File: src/rtl/ddr3_app_arbiter_if.sv
// rtl/ddr3_app_arbiter_if.sv - MIG command-port sharing bundle between requesters, arbiter and MIG
interface ddr3_app_arbiter_if #(
    parameter int ADDR_WIDTH = 26
);
    logic                  init_calib_complete;
    logic                  wr_app_en;
    logic [ADDR_WIDTH-1:0] wr_app_addr;
    logic                  wr_app_rdy;
    logic                  rd_app_en;
    logic [ADDR_WIDTH-1:0] rd_app_addr;
    logic                  rd_app_rdy;
    logic                  app_en;
    logic [2:0]            app_cmd;
    logic [ADDR_WIDTH-1:0] app_addr;
    logic                  app_rdy;
    logic                  grant_wr;
    logic                  grant_rd;
    logic [31:0]           wr_cmd_count;
    logic [31:0]           rd_cmd_count;

    // Arbiter view: consumes requests and MIG ready, drives the MIG command and status.
    modport master (
        input  init_calib_complete, wr_app_en, wr_app_addr, rd_app_en, rd_app_addr, app_rdy,
        output wr_app_rdy, rd_app_rdy, app_en, app_cmd, app_addr,
        output grant_wr, grant_rd, wr_cmd_count, rd_cmd_count
    );

    // Environment view: requesters and MIG model.
    modport slave (
        output init_calib_complete, wr_app_en, wr_app_addr, rd_app_en, rd_app_addr, app_rdy,
        input  wr_app_rdy, rd_app_rdy, app_en, app_cmd, app_addr,
        input  grant_wr, grant_rd, wr_cmd_count, rd_cmd_count
    );
endinterface

File: src/rtl/ddr3_app_arbiter.sv
// rtl/ddr3_app_arbiter.sv - write/read requester arbiter for the shared DDR3 MIG command port
// Grants one side at a time, bounds a grant to QUANTUM accepts under contention,
// releases after HOLD_CYCLES idle cycles and inserts TURNAROUND dead cycles between sides.
module ddr3_app_arbiter #(
    parameter int ADDR_WIDTH  = 26,
    parameter int QUANTUM     = 64,
    parameter int HOLD_CYCLES = 4,
    parameter int TURNAROUND  = 2
) (
    input  logic                    clk,
    input  logic                    reset,
    ddr3_app_arbiter_if.master      bus
);

    typedef enum logic [3:0] {
        ST_IDLE   = 4'b0001,
        ST_GNT_WR = 4'b0010,
        ST_GNT_RD = 4'b0100,
        ST_TURN   = 4'b1000
    } state_t;

    localparam logic [15:0] QUANTUM_C  = 16'(QUANTUM);
    localparam logic [15:0] QUANTUM_M1 = 16'(QUANTUM - 1);
    localparam logic [7:0]  HOLD_M1    = 8'(HOLD_CYCLES - 1);
    localparam logic [3:0]  TURN_M1    = 4'(TURNAROUND - 1);

    state_t      state_q, state_d;
    logic        last_wr_q, last_wr_d;      // 1: last grant was write, 0: read
    logic [15:0] quantum_cnt_q, quantum_cnt_d;
    logic [7:0]  idle_cnt_q, idle_cnt_d;
    logic [3:0]  turn_cnt_q, turn_cnt_d;
    logic [31:0] wr_cnt_q, wr_cnt_d;
    logic [31:0] rd_cnt_q, rd_cnt_d;

    logic calib;
    logic in_wr;
    logic in_rd;
    logic app_en_w;
    logic accept;
    logic own_en;
    logic other_en;

    assign calib  = bus.init_calib_complete;
    assign in_wr  = (state_q == ST_GNT_WR);
    assign in_rd  = (state_q == ST_GNT_RD);

    // Command mux and combinational handshakes back to the requesters.
    always_comb begin
        app_en_w       = calib & ((in_wr & bus.wr_app_en) | (in_rd & bus.rd_app_en));
        bus.app_en     = app_en_w;
        bus.app_cmd    = in_rd ? 3'b001 : 3'b000;
        bus.app_addr   = in_wr ? bus.wr_app_addr : (in_rd ? bus.rd_app_addr : '0);
        bus.wr_app_rdy = bus.app_rdy & calib & in_wr;
        bus.rd_app_rdy = bus.app_rdy & calib & in_rd;
        accept         = app_en_w & bus.app_rdy;
        own_en         = in_rd ? bus.rd_app_en : bus.wr_app_en;
        other_en       = in_rd ? bus.wr_app_en : bus.rd_app_en;
    end

    // Next-state logic; grant counters are zero outside a grant so they start clean on entry.
    always_comb begin
        state_d       = state_q;
        last_wr_d     = last_wr_q;
        quantum_cnt_d = '0;
        idle_cnt_d    = '0;
        turn_cnt_d    = turn_cnt_q;
        case (state_q)
            ST_IDLE: begin
                if (calib) begin
                    if (bus.wr_app_en && (!bus.rd_app_en || !last_wr_q)) begin
                        state_d = ST_GNT_WR;
                    end else if (bus.rd_app_en) begin
                        state_d = ST_GNT_RD;
                    end
                end
            end
            ST_GNT_WR, ST_GNT_RD: begin
                quantum_cnt_d = (accept && quantum_cnt_q != QUANTUM_C) ? quantum_cnt_q + 16'd1
                                                                       : quantum_cnt_q;
                idle_cnt_d    = own_en ? 8'd0 : idle_cnt_q + 8'd1;
                if (!calib) begin
                    state_d   = ST_IDLE;
                    last_wr_d = in_wr;
                end else if (accept && quantum_cnt_q >= QUANTUM_M1 && other_en) begin
                    state_d    = ST_TURN;
                    turn_cnt_d = TURN_M1;
                    last_wr_d  = in_wr;
                end else if (!own_en && idle_cnt_q == HOLD_M1) begin
                    state_d    = other_en ? ST_TURN : ST_IDLE;
                    turn_cnt_d = TURN_M1;
                    last_wr_d  = in_wr;
                end
            end
            ST_TURN: begin
                if (!calib) begin
                    state_d = ST_IDLE;
                end else if (turn_cnt_q != 4'd0) begin
                    turn_cnt_d = turn_cnt_q - 4'd1;
                end else if (last_wr_q) begin
                    state_d = bus.rd_app_en ? ST_GNT_RD : (bus.wr_app_en ? ST_GNT_WR : ST_IDLE);
                end else begin
                    state_d = bus.wr_app_en ? ST_GNT_WR : (bus.rd_app_en ? ST_GNT_RD : ST_IDLE);
                end
            end
            default: state_d = ST_IDLE;
        endcase
    end

    // Saturating per-side accept counters.
    always_comb begin
        wr_cnt_d = wr_cnt_q;
        rd_cnt_d = rd_cnt_q;
        if (accept && in_wr && wr_cnt_q != 32'hFFFF_FFFF) wr_cnt_d = wr_cnt_q + 32'd1;
        if (accept && in_rd && rd_cnt_q != 32'hFFFF_FFFF) rd_cnt_d = rd_cnt_q + 32'd1;
    end

    // State and counter registers with asynchronous clear.
    always_ff @(posedge clk or posedge reset) begin
        if (reset) begin
            state_q       <= ST_IDLE;
            last_wr_q     <= 1'b0;
            quantum_cnt_q <= '0;
            idle_cnt_q    <= '0;
            turn_cnt_q    <= '0;
            wr_cnt_q      <= '0;
            rd_cnt_q      <= '0;
        end else begin
            state_q       <= state_d;
            last_wr_q     <= last_wr_d;
            quantum_cnt_q <= quantum_cnt_d;
            idle_cnt_q    <= idle_cnt_d;
            turn_cnt_q    <= turn_cnt_d;
            wr_cnt_q      <= wr_cnt_d;
            rd_cnt_q      <= rd_cnt_d;
        end
    end

    assign bus.grant_wr     = in_wr;
    assign bus.grant_rd     = in_rd;
    assign bus.wr_cmd_count = wr_cnt_q;
    assign bus.rd_cmd_count = rd_cnt_q;

endmodule

File: src/flat_wrapper.sv
// flat-port wrapper written by rule: the top's interface ports become plain ports
module ddr3_app_arbiter_flat 
#(
    parameter int ADDR_WIDTH  = 26,
    parameter int QUANTUM     = 64,
    parameter int HOLD_CYCLES = 4,
    parameter int TURNAROUND  = 2
)
  (clk, reset, bus_init_calib_complete, bus_wr_app_en, bus_wr_app_addr, bus_rd_app_en, bus_rd_app_addr, bus_app_rdy, bus_wr_app_rdy, bus_rd_app_rdy, bus_app_en, bus_app_cmd, bus_app_addr, bus_grant_wr, bus_grant_rd, bus_wr_cmd_count, bus_rd_cmd_count);
  ddr3_app_arbiter_if #(.ADDR_WIDTH(ADDR_WIDTH)) bus_i ();
  input  logic clk;
  input  logic reset;
  input wire logic [$bits(bus_i.init_calib_complete)-1:0] bus_init_calib_complete;
  input wire logic [$bits(bus_i.wr_app_en)-1:0] bus_wr_app_en;
  input wire logic [$bits(bus_i.wr_app_addr)-1:0] bus_wr_app_addr;
  input wire logic [$bits(bus_i.rd_app_en)-1:0] bus_rd_app_en;
  input wire logic [$bits(bus_i.rd_app_addr)-1:0] bus_rd_app_addr;
  input wire logic [$bits(bus_i.app_rdy)-1:0] bus_app_rdy;
  output wire logic [$bits(bus_i.wr_app_rdy)-1:0] bus_wr_app_rdy;
  output wire logic [$bits(bus_i.rd_app_rdy)-1:0] bus_rd_app_rdy;
  output wire logic [$bits(bus_i.app_en)-1:0] bus_app_en;
  output wire logic [$bits(bus_i.app_cmd)-1:0] bus_app_cmd;
  output wire logic [$bits(bus_i.app_addr)-1:0] bus_app_addr;
  output wire logic [$bits(bus_i.grant_wr)-1:0] bus_grant_wr;
  output wire logic [$bits(bus_i.grant_rd)-1:0] bus_grant_rd;
  output wire logic [$bits(bus_i.wr_cmd_count)-1:0] bus_wr_cmd_count;
  output wire logic [$bits(bus_i.rd_cmd_count)-1:0] bus_rd_cmd_count;
  assign bus_i.init_calib_complete = bus_init_calib_complete;
  assign bus_i.wr_app_en = bus_wr_app_en;
  assign bus_i.wr_app_addr = bus_wr_app_addr;
  assign bus_i.rd_app_en = bus_rd_app_en;
  assign bus_i.rd_app_addr = bus_rd_app_addr;
  assign bus_i.app_rdy = bus_app_rdy;
  assign bus_wr_app_rdy = bus_i.wr_app_rdy;
  assign bus_rd_app_rdy = bus_i.rd_app_rdy;
  assign bus_app_en = bus_i.app_en;
  assign bus_app_cmd = bus_i.app_cmd;
  assign bus_app_addr = bus_i.app_addr;
  assign bus_grant_wr = bus_i.grant_wr;
  assign bus_grant_rd = bus_i.grant_rd;
  assign bus_wr_cmd_count = bus_i.wr_cmd_count;
  assign bus_rd_cmd_count = bus_i.rd_cmd_count;
  ddr3_app_arbiter #(.ADDR_WIDTH(ADDR_WIDTH), .QUANTUM(QUANTUM), .HOLD_CYCLES(HOLD_CYCLES), .TURNAROUND(TURNAROUND)) u_core (.clk(clk), .reset(reset), .bus(bus_i));
endmodule
File: config.mk
export PLATFORM = sky130hd
export DESIGN_NAME = ddr3_app_arbiter_flat
export DESIGN_NICKNAME = d
export VERILOG_FILES = /design/src/rtl/ddr3_app_arbiter_if.sv /design/src/rtl/ddr3_app_arbiter.sv /design/src/flat_wrapper.sv
export SDC_FILE = /design/constraint.sdc
export NUM_CORES = 1
export LEC_CHECK = 0
export BUFFER_PORTS_ARGS = -buffer_cell sky130_fd_sc_hd__buf_4
export CAP_MARGIN = 20
export CORE_MARGIN = 4
export CORE_UTILIZATION = 35
export DETAILED_ROUTE_END_ITERATION = 6
export PLACE_DENSITY_LB_ADDON = 0.25
export REMOVE_ABC_BUFFERS = 1
export SETUP_SLACK_MARGIN = 0.3
export SLEW_MARGIN = 20
export SYNTH_ARGS = -nofsm -noshare
export SYNTH_HDL_FRONTEND = slang
export SYNTH_SLANG_ARGS = --single-unit
File: constraint.sdc
create_clock -name clk -period 2.49 [get_ports clk]
set_input_delay 0.1245 -clock clk [delete_from_list [all_inputs] [get_ports clk]]
set_output_delay 0.1245 -clock clk [all_outputs]
set_load 0.02 [all_outputs]
### After elaboration in Yosys (flattened, before gate mapping)

Index checks and enable logic that the tools add are counted.

* $add $sub $neg: 5
* $lt $le $gt $ge: 1
* eq/ne operators: 18
* multiplexer cells: 33
* bitwise operators: 8
* reduce and logical (&&, ||, !) cells: 19

Operators with widths (count)
* 2-to-1 mux 4 bit: 17
* adder 32 x 1 -> 32 bit, second input constant: 2
* != test 32 bit, second input constant: 2
* 2-to-1 mux 26 bit: 2
* 2-to-1 mux 16 bit: 2
* adder 16 x 1 -> 16 bit, second input constant: 1
* greater-or-equal comparator 16 x 6 -> 1 bit, second input constant: 1
* 2-to-1 mux 8 bit: 2
* != test 16 x 7 -> 1 bit, second input constant: 1
* one-hot mux 4 bit (3 select lines): 1
* logical AND 1 bit: 9
* adder 8 x 1 -> 8 bit, second input constant: 1
* equality test 8 x 2 -> 1 bit, second input constant: 1
* one-hot mux 4 bit (2 select lines): 1
* AND 1 bit: 7
* 2-to-1 mux 1 bit: 6
* != test 2 bit, second input constant: 3
* != test 3 x 1 -> 1 bit, second input constant: 2
* AND reduction 5 bit: 1
* equality test 4 x 1 -> 1 bit, second input constant: 1
* equality test 4 x 2 -> 1 bit, second input constant: 1
* equality test 4 x 3 -> 1 bit, second input constant: 1
* equality test 4 bit, second input constant: 1
* != test 2 x 1 -> 1 bit, second input constant: 2
* 14 further kinds: 16

* register bits after elaboration: 97
* output and inout bits: 98

### Depth between registers and ports, before layout

* word-level depth: 10
* mapped depth: 8
* mapped depth without buffers: 7

### Least setup slack after synthesis

No wires, ideal clock.

* path kind: flip-flop to output port
* from: reg u_core.state_q[1]
* to: out bus_rd_app_rdy
* arrival: 2.288 ns
* data required time: 2.365 ns
* path slack: 0.077 ns
* cell stages (with the launch flop): 8
* path through: dfrtp_1 > buf_2 > or4b_1 > buf_2 > inv_1 > clkbuf_1 > clkbuf_1 > and3_1

* cells in the longest elaborated chain, start to end: 2

Ends and longest elaborated chain
* start, declared: RTL line ddr3_app_arbiter.sv:27 `state_t state_q, state_d;`
* start signal, assigned: RTL line ddr3_app_arbiter.sv:128 `state_q <= state_d;`
* equality test 4 x 3 -> 1 bit: RTL line ddr3_app_arbiter.sv:45 `assign in_rd = (state_q == ST_GNT_RD);`
* via bus_grant_rd: RTL line flat_wrapper.sv:25 `output wire logic [$bits(bus_i.grant_rd)-1:0] bus_grant_rd;`
* AND 1 bit: RTL line ddr3_app_arbiter.sv:54 `bus.rd_app_rdy = bus.app_rdy & calib & in_rd;`
* end, declared: RTL line flat_wrapper.sv:20 `output wire logic [$bits(bus_i.rd_app_rdy)-1:0] bus_rd_app_rdy;`

The timed path passes the listed nets, and every way through them passes these cells.

### Final worst setup path

* from: reg u_core.state_q[3]
* to: out bus_app_addr[13]

* cells in the longest elaborated chain, start to end: 3

Ends and longest elaborated chain
* equality test 4 x 3 -> 1 bit: RTL line ddr3_app_arbiter.sv:45
* 2-to-1 mux 26 bit: RTL line ddr3_app_arbiter.sv:52 `bus.app_addr = in_wr ? bus.wr_app_addr : (in_rd ? bus.rd_app_addr : '0);`
* 2-to-1 mux 26 bit (*): RTL line ddr3_app_arbiter.sv:52
* end, declared: RTL line flat_wrapper.sv:23 `output wire logic [$bits(bus_i.app_addr)-1:0] bus_app_addr;`

Mark *: on every way between the ends. The rest lies on a longest branch, timed or not.

==> run_summary.xml <==
<?xml version="1.0" encoding="UTF-8"?>
<metrics>
  <group name="timing">
    <metric name="finClkSkew" unit="ps">6.23</metric>
    <metric name="pin_slew_with_the_least_headroom_to_its_limit" unit="ps">703</metric>
    <metric name="finalSetupViolCount" unit="">0</metric>
    <metric name="slew_headroom" unit="">0.525</metric>
    <metric name="drv_slew" unit="">0</metric>
    <metric name="fin_ws" unit="ps">235</metric>
    <metric name="fmax" unit="MHz">444</metric>
    <metric name="layout_worst_path_cycle_share" unit="">0.906</metric>
    <metric name="hold_ws" unit="ps">106</metric>
    <metric name="count_of_final_hold_check_violations" unit="">0</metric>
    <metric name="tns" unit="ps">0</metric>
    <metric name="setup_repair_after_global_routing_missed_its_margin" unit="">true</metric>
    <metric name="timing.final.crit_period" unit="ps">2250</metric>
  </group>
  <group name="critical_path">
    <metric name="cp-start-kind" unit="">flop</metric>
    <metric name="endpoint_kind" unit="">output pin</metric>
    <metric name="worst_ep_arrival_time" unit="ps">2130</metric>
    <metric name="slowest_stage" unit="">sky130_fd_sc_hd__or4b_4</metric>
    <metric name="cp_data_required_time" unit="ps">2370</metric>
    <metric name="cp_slowest_stage_delay" unit="ps">490</metric>
    <metric name="setup.worst_path.class" unit="">reg2out</metric>
    <metric name="crit_path_frequent_cell" unit="">sky130_fd_sc_hd__buf_6</metric>
    <metric name="critical_path.cell_chain" unit="">buf_6 &gt; or4b_4 &gt; buf_6 &gt; clkinvlp_4 &gt; buf_12 &gt; clkbuf_16 &gt; a22o_1 &gt; buf_6</metric>
    <metric name="critical_path_peak_fanout" unit="">6</metric>
  </group>
  <group name="cells_and_area">
    <metric name="post_route_cells_drive_above_1_share" unit="">0.370</metric>
    <metric name="syn_to_final_growth" unit="%">43.4</metric>
    <metric name="nNetsFinal" unit="">795</metric>
    <metric name="antenna_cells_inserted" unit="">0</metric>
    <metric name="postLayoutCellArea" unit="um2">7710</metric>
    <metric name="final.fill_count" unit="">1370</metric>
  </group>
  <group name="route">
    <metric name="avgViaCountPerCell" unit="">5.27</metric>
    <metric name="wl_per_cell" unit="um">16.6</metric>
    <metric name="route.met3.wl" unit="um">589</metric>
    <metric name="detail_route.first_pass.iterations" unit="">4</metric>
    <metric name="postRouteWirelength" unit="mm">15.3</metric>
    <metric name="top_layer" unit="">met4</metric>
    <metric name="dr_wl_met2" unit="mm">7.79</metric>
    <metric name="first_iter_violations" unit="">274</metric>
    <metric name="met1Wirelength" unit="mm">6.81</metric>
    <metric name="ant_nets" unit="">0</metric>
    <metric name="route.vias.total" unit="">4861</metric>
    <metric name="drc" unit="">0</metric>
  </group>
  <group name="synth">
    <metric name="syn_area" unit="um2">5380</metric>
    <metric name="synth-seq-cells" unit="">97</metric>
    <metric name="synth_edf_count" unit="">0</metric>
    <metric name="synth_cells" unit="">545</metric>
    <metric name="avgSynthCellArea" unit="um2">9.87</metric>
    <metric name="ys_async_sr_fraction" unit="">1.00</metric>
    <metric name="synth_cell_type_count" unit="">58</metric>
    <metric name="synth-warning-count" unit="">0</metric>
    <metric name="synthMostInstantiatedCell" unit="">sky130_fd_sc_hd__dfrtp_1</metric>
    <metric name="synth_area_leaders" unit="">sky130_fd_sc_hd__dfrtp_1 (45%), sky130_fd_sc_hd__xor2_1 (9.9%), sky130_fd_sc_hd__a22o_1 (4.2%), sky130_fd_sc_hd__xnor2_1 (3.3%), sky130_fd_sc_hd__nand2_1 (2.9%)</metric>
    <metric name="ys_dominant_reg_cell" unit="">sky130_fd_sc_hd__dfrtp_1</metric>
    <metric name="synthTopCellsByCount" unit="">sky130_fd_sc_hd__dfrtp_1 (96), sky130_fd_sc_hd__xor2_1 (61), sky130_fd_sc_hd__nand2_1 (42)</metric>
    <metric name="synth_top_area_cell" unit="">sky130_fd_sc_hd__dfrtp_1</metric>
    <metric name="synth_sequential_area_ratio" unit="">0.452</metric>
    <metric name="share_of_the_synthesized_area_in_the_top_cell_type" unit="">0.447</metric>
  </group>
  <group name="clocking">
    <metric name="clk-insertion-delay-late" unit="ps">350</metric>
    <metric name="path_clk_slew" unit="ps">70</metric>
    <metric name="cts_buffer_depth" unit="">2</metric>
    <metric name="cts_made_buffers" unit="">9</metric>
    <metric name="tritoncts_clock_tree" unit="">done</metric>
    <metric name="root_cell_of_the_clock_tree" unit="">sky130_fd_sc_hd__clkbuf_16</metric>
    <metric name="htree_num_levels" unit="">3</metric>
    <metric name="tritoncts_num_sinks" unit="">97</metric>
  </group>
  <group name="floorplanning">
    <metric name="die_boundary_height" unit="um">132</metric>
    <metric name="fp.dieArea" unit="um2">17400</metric>
    <metric name="die_w" unit="um">132</metric>
    <metric name="core.rowCount" unit="">45</metric>
    <metric name="boundaryPins" unit="">156</metric>
    <metric name="effective_utilization_at_floorplan" unit="">0.355</metric>
    <metric name="coreArea" unit="um2">15100</metric>
  </group>
  <group name="placed_design">
    <metric name="dpl_worst_slack" unit="ps">35.1</metric>
    <metric name="placedInstanceArea" unit="um2">6840</metric>
    <metric name="dp_hpwl" unit="mm">10.7</metric>
    <metric name="gp_congestion" unit="">0.841</metric>
    <metric name="port_buffers" unit="">153</metric>
  </group>
  <group name="power">
    <metric name="report.power.total" unit="mW">4.33</metric>
    <metric name="power_per_cell_area" unit="nW/um2">562</metric>
    <metric name="leakage" unit="nW">3.71</metric>
    <metric name="max-vdd-ir-drop" unit="mV">0.317</metric>
  </group>
  <group name="outcome">
    <metric name="status" unit="">finished, final reports clean</metric>
  </group>
  <group name="worst_hold_path">
    <metric name="hp-class" unit="">in2reg</metric>
  </group>
  <group name="global_routing">
    <metric name="initial_antenna_violation_count" unit="">0</metric>
    <metric name="via_count_of_the_first_global_routing_pass" unit="">4802</metric>
    <metric name="overflow" unit="">0</metric>
    <metric name="globalRouteTotalUtil" unit="">0.171</metric>
    <metric name="grt_start_max_net_pins" unit="">98</metric>
    <metric name="grt_first_pass_wirelength" unit="mm">24.8</metric>
  </group>
  <group name="run">
    <metric name="drv.max_cap_violation_count" unit="">0</metric>
  </group>
</metrics>
[placed cells by master (no fill, tap or decap), types with 5 or more instances in the layout]
master	count
sky130_fd_sc_hd__nor4_1	9
sky130_fd_sc_hd__nor4_2	8
sky130_fd_sc_hd__inv_1	15
sky130_fd_sc_hd__nand4_1	23
sky130_fd_sc_hd__xor2_1	61
sky130_fd_sc_hd__ha_1	6
sky130_fd_sc_hd__nor3_1	25
sky130_fd_sc_hd__and3_1	14
sky130_fd_sc_hd__buf_6	18
sky130_fd_sc_hd__and2_1	5
sky130_fd_sc_hd__clkbuf_16	10
sky130_fd_sc_hd__a21oi_1	8
sky130_fd_sc_hd__dfrtp_1	94
sky130_fd_sc_hd__nor2_1	28
sky130_fd_sc_hd__and4_1	11
sky130_fd_sc_hd__buf_4	172
sky130_fd_sc_hd__nand3_1	28
sky130_fd_sc_hd__a22o_1	26
sky130_fd_sc_hd__nand2_1	41
sky130_fd_sc_hd__nor3_2	5
sky130_fd_sc_hd__o21ai_0	10
sky130_fd_sc_hd__xnor2_1	20
[critical path: cells and delay by family, from the launching register on]
family / cells / cell delay, ps
buf+inv: 6 / 770
flops: 1 / 390
simple gates: 1 / 490
compound gates: 1 / 130
[layout make-up]
class / count / area, um2 / area share
multi-input cells: 407 / 3040 / 0.394
flip-flops and latches: 97 / 2430 / 0.315
repair buffers: 197 / 1630 / 0.212
clock buffers: 13 / 280 / 0.0363
well taps: 188 / 235 / 0.0305
inverters: 18 / 75.1 / 0.00973
clock inverters: 3 / 22.5 / 0.00292
[flip-flops by register name, indices dropped and copies added, names as in the netlist]
register / count
u_core.bus.wr_cmd_count: 32
u_core.turn_cnt_q: 4
u_core.quantum_cnt_q: 16
u_core.bus.rd_cmd_count: 32
u_core.state_q: 4
u_core.idle_cnt_q: 8
u_core.last_wr_q: 1
[power breakdown]
group          leakage, nW  switching [mW]  internal [mW]  total (mW)
logic                 2.27           0.622          0.590        1.21
clock network        0.140           0.605          0.787        1.39
registers             1.30          0.0783           1.65        1.73
[kinds of logic (layout without fill, tap and decap cells)]
group,after synthesis,in the layout,synth area share
xor gates and xnor gates,81,81,0.132
and+or+nand+nor,239,239,0.252
DFF,97,97,0.452
other,1,2,0.000697
AOI/OAI and AO/OA,71,71,0.0998
muxes,7,7,0.0140
buffers and inverters,42,231,0.0342
adders and majority gates,7,7,0.0163
[timing repair]
item / 4_1_cts / 5_1_grt
hold endpoints to repair: 96 / 0
buffers inserted: 10 / 7
cloned: 1 / 1
setup endpoints to repair: 66 / 91
pin swaps: 11 / 11
resized for setup: 33 / 47
hold buffers: 1 / 0
[per-layer routing]
layer  global-route usage  up-vias
met5                    0        -
met4               0.0362        0
met3               0.0462       14
met2                0.283       82
met1                0.226     2420
li1                     -     2345
[path summary, 6_finish.rpt]
kind / startpoint / end / slack, ps / cells after the start
max in group asynchronous: reset / u_core.bus.wr_cmd_count[11]$_DFFE_PP0P_ / 1640 / 4
min: bus_init_calib_complete / u_core.state_q[3]$_DFFE_PP0P_ / 110 / 2
max reg2reg: u_core.state_q[3]$_DFFE_PP0P_ / u_core.state_q[1]$_DFFE_PP0P_ / 260 / 6
min in group asynchronous: reset / u_core.bus.rd_cmd_count[14]$_DFFE_PP0P_ / 470 / 4
min reg2reg: u_core.bus.rd_cmd_count[24]$_DFFE_PP0P_ / u_core.bus.rd_cmd_count[24]$_DFFE_PP0P_ / 490 / 1
max: u_core.state_q[3]$_DFFE_PP0P_ / bus_app_addr[13] / 240 / 8
[through the flow]
| step | std cells | util |
|---|---|---|
| finish | 923 | 0.509 |
| detailed placement | 887 | 0.452 |
| global placement | 887 | 0.452 |
| floorplan | 522 | - |
| global route | 923 | 0.509 |
| CTS | 915 | 0.488 |
No activity file was read; power rests on OpenSTA's default activity.
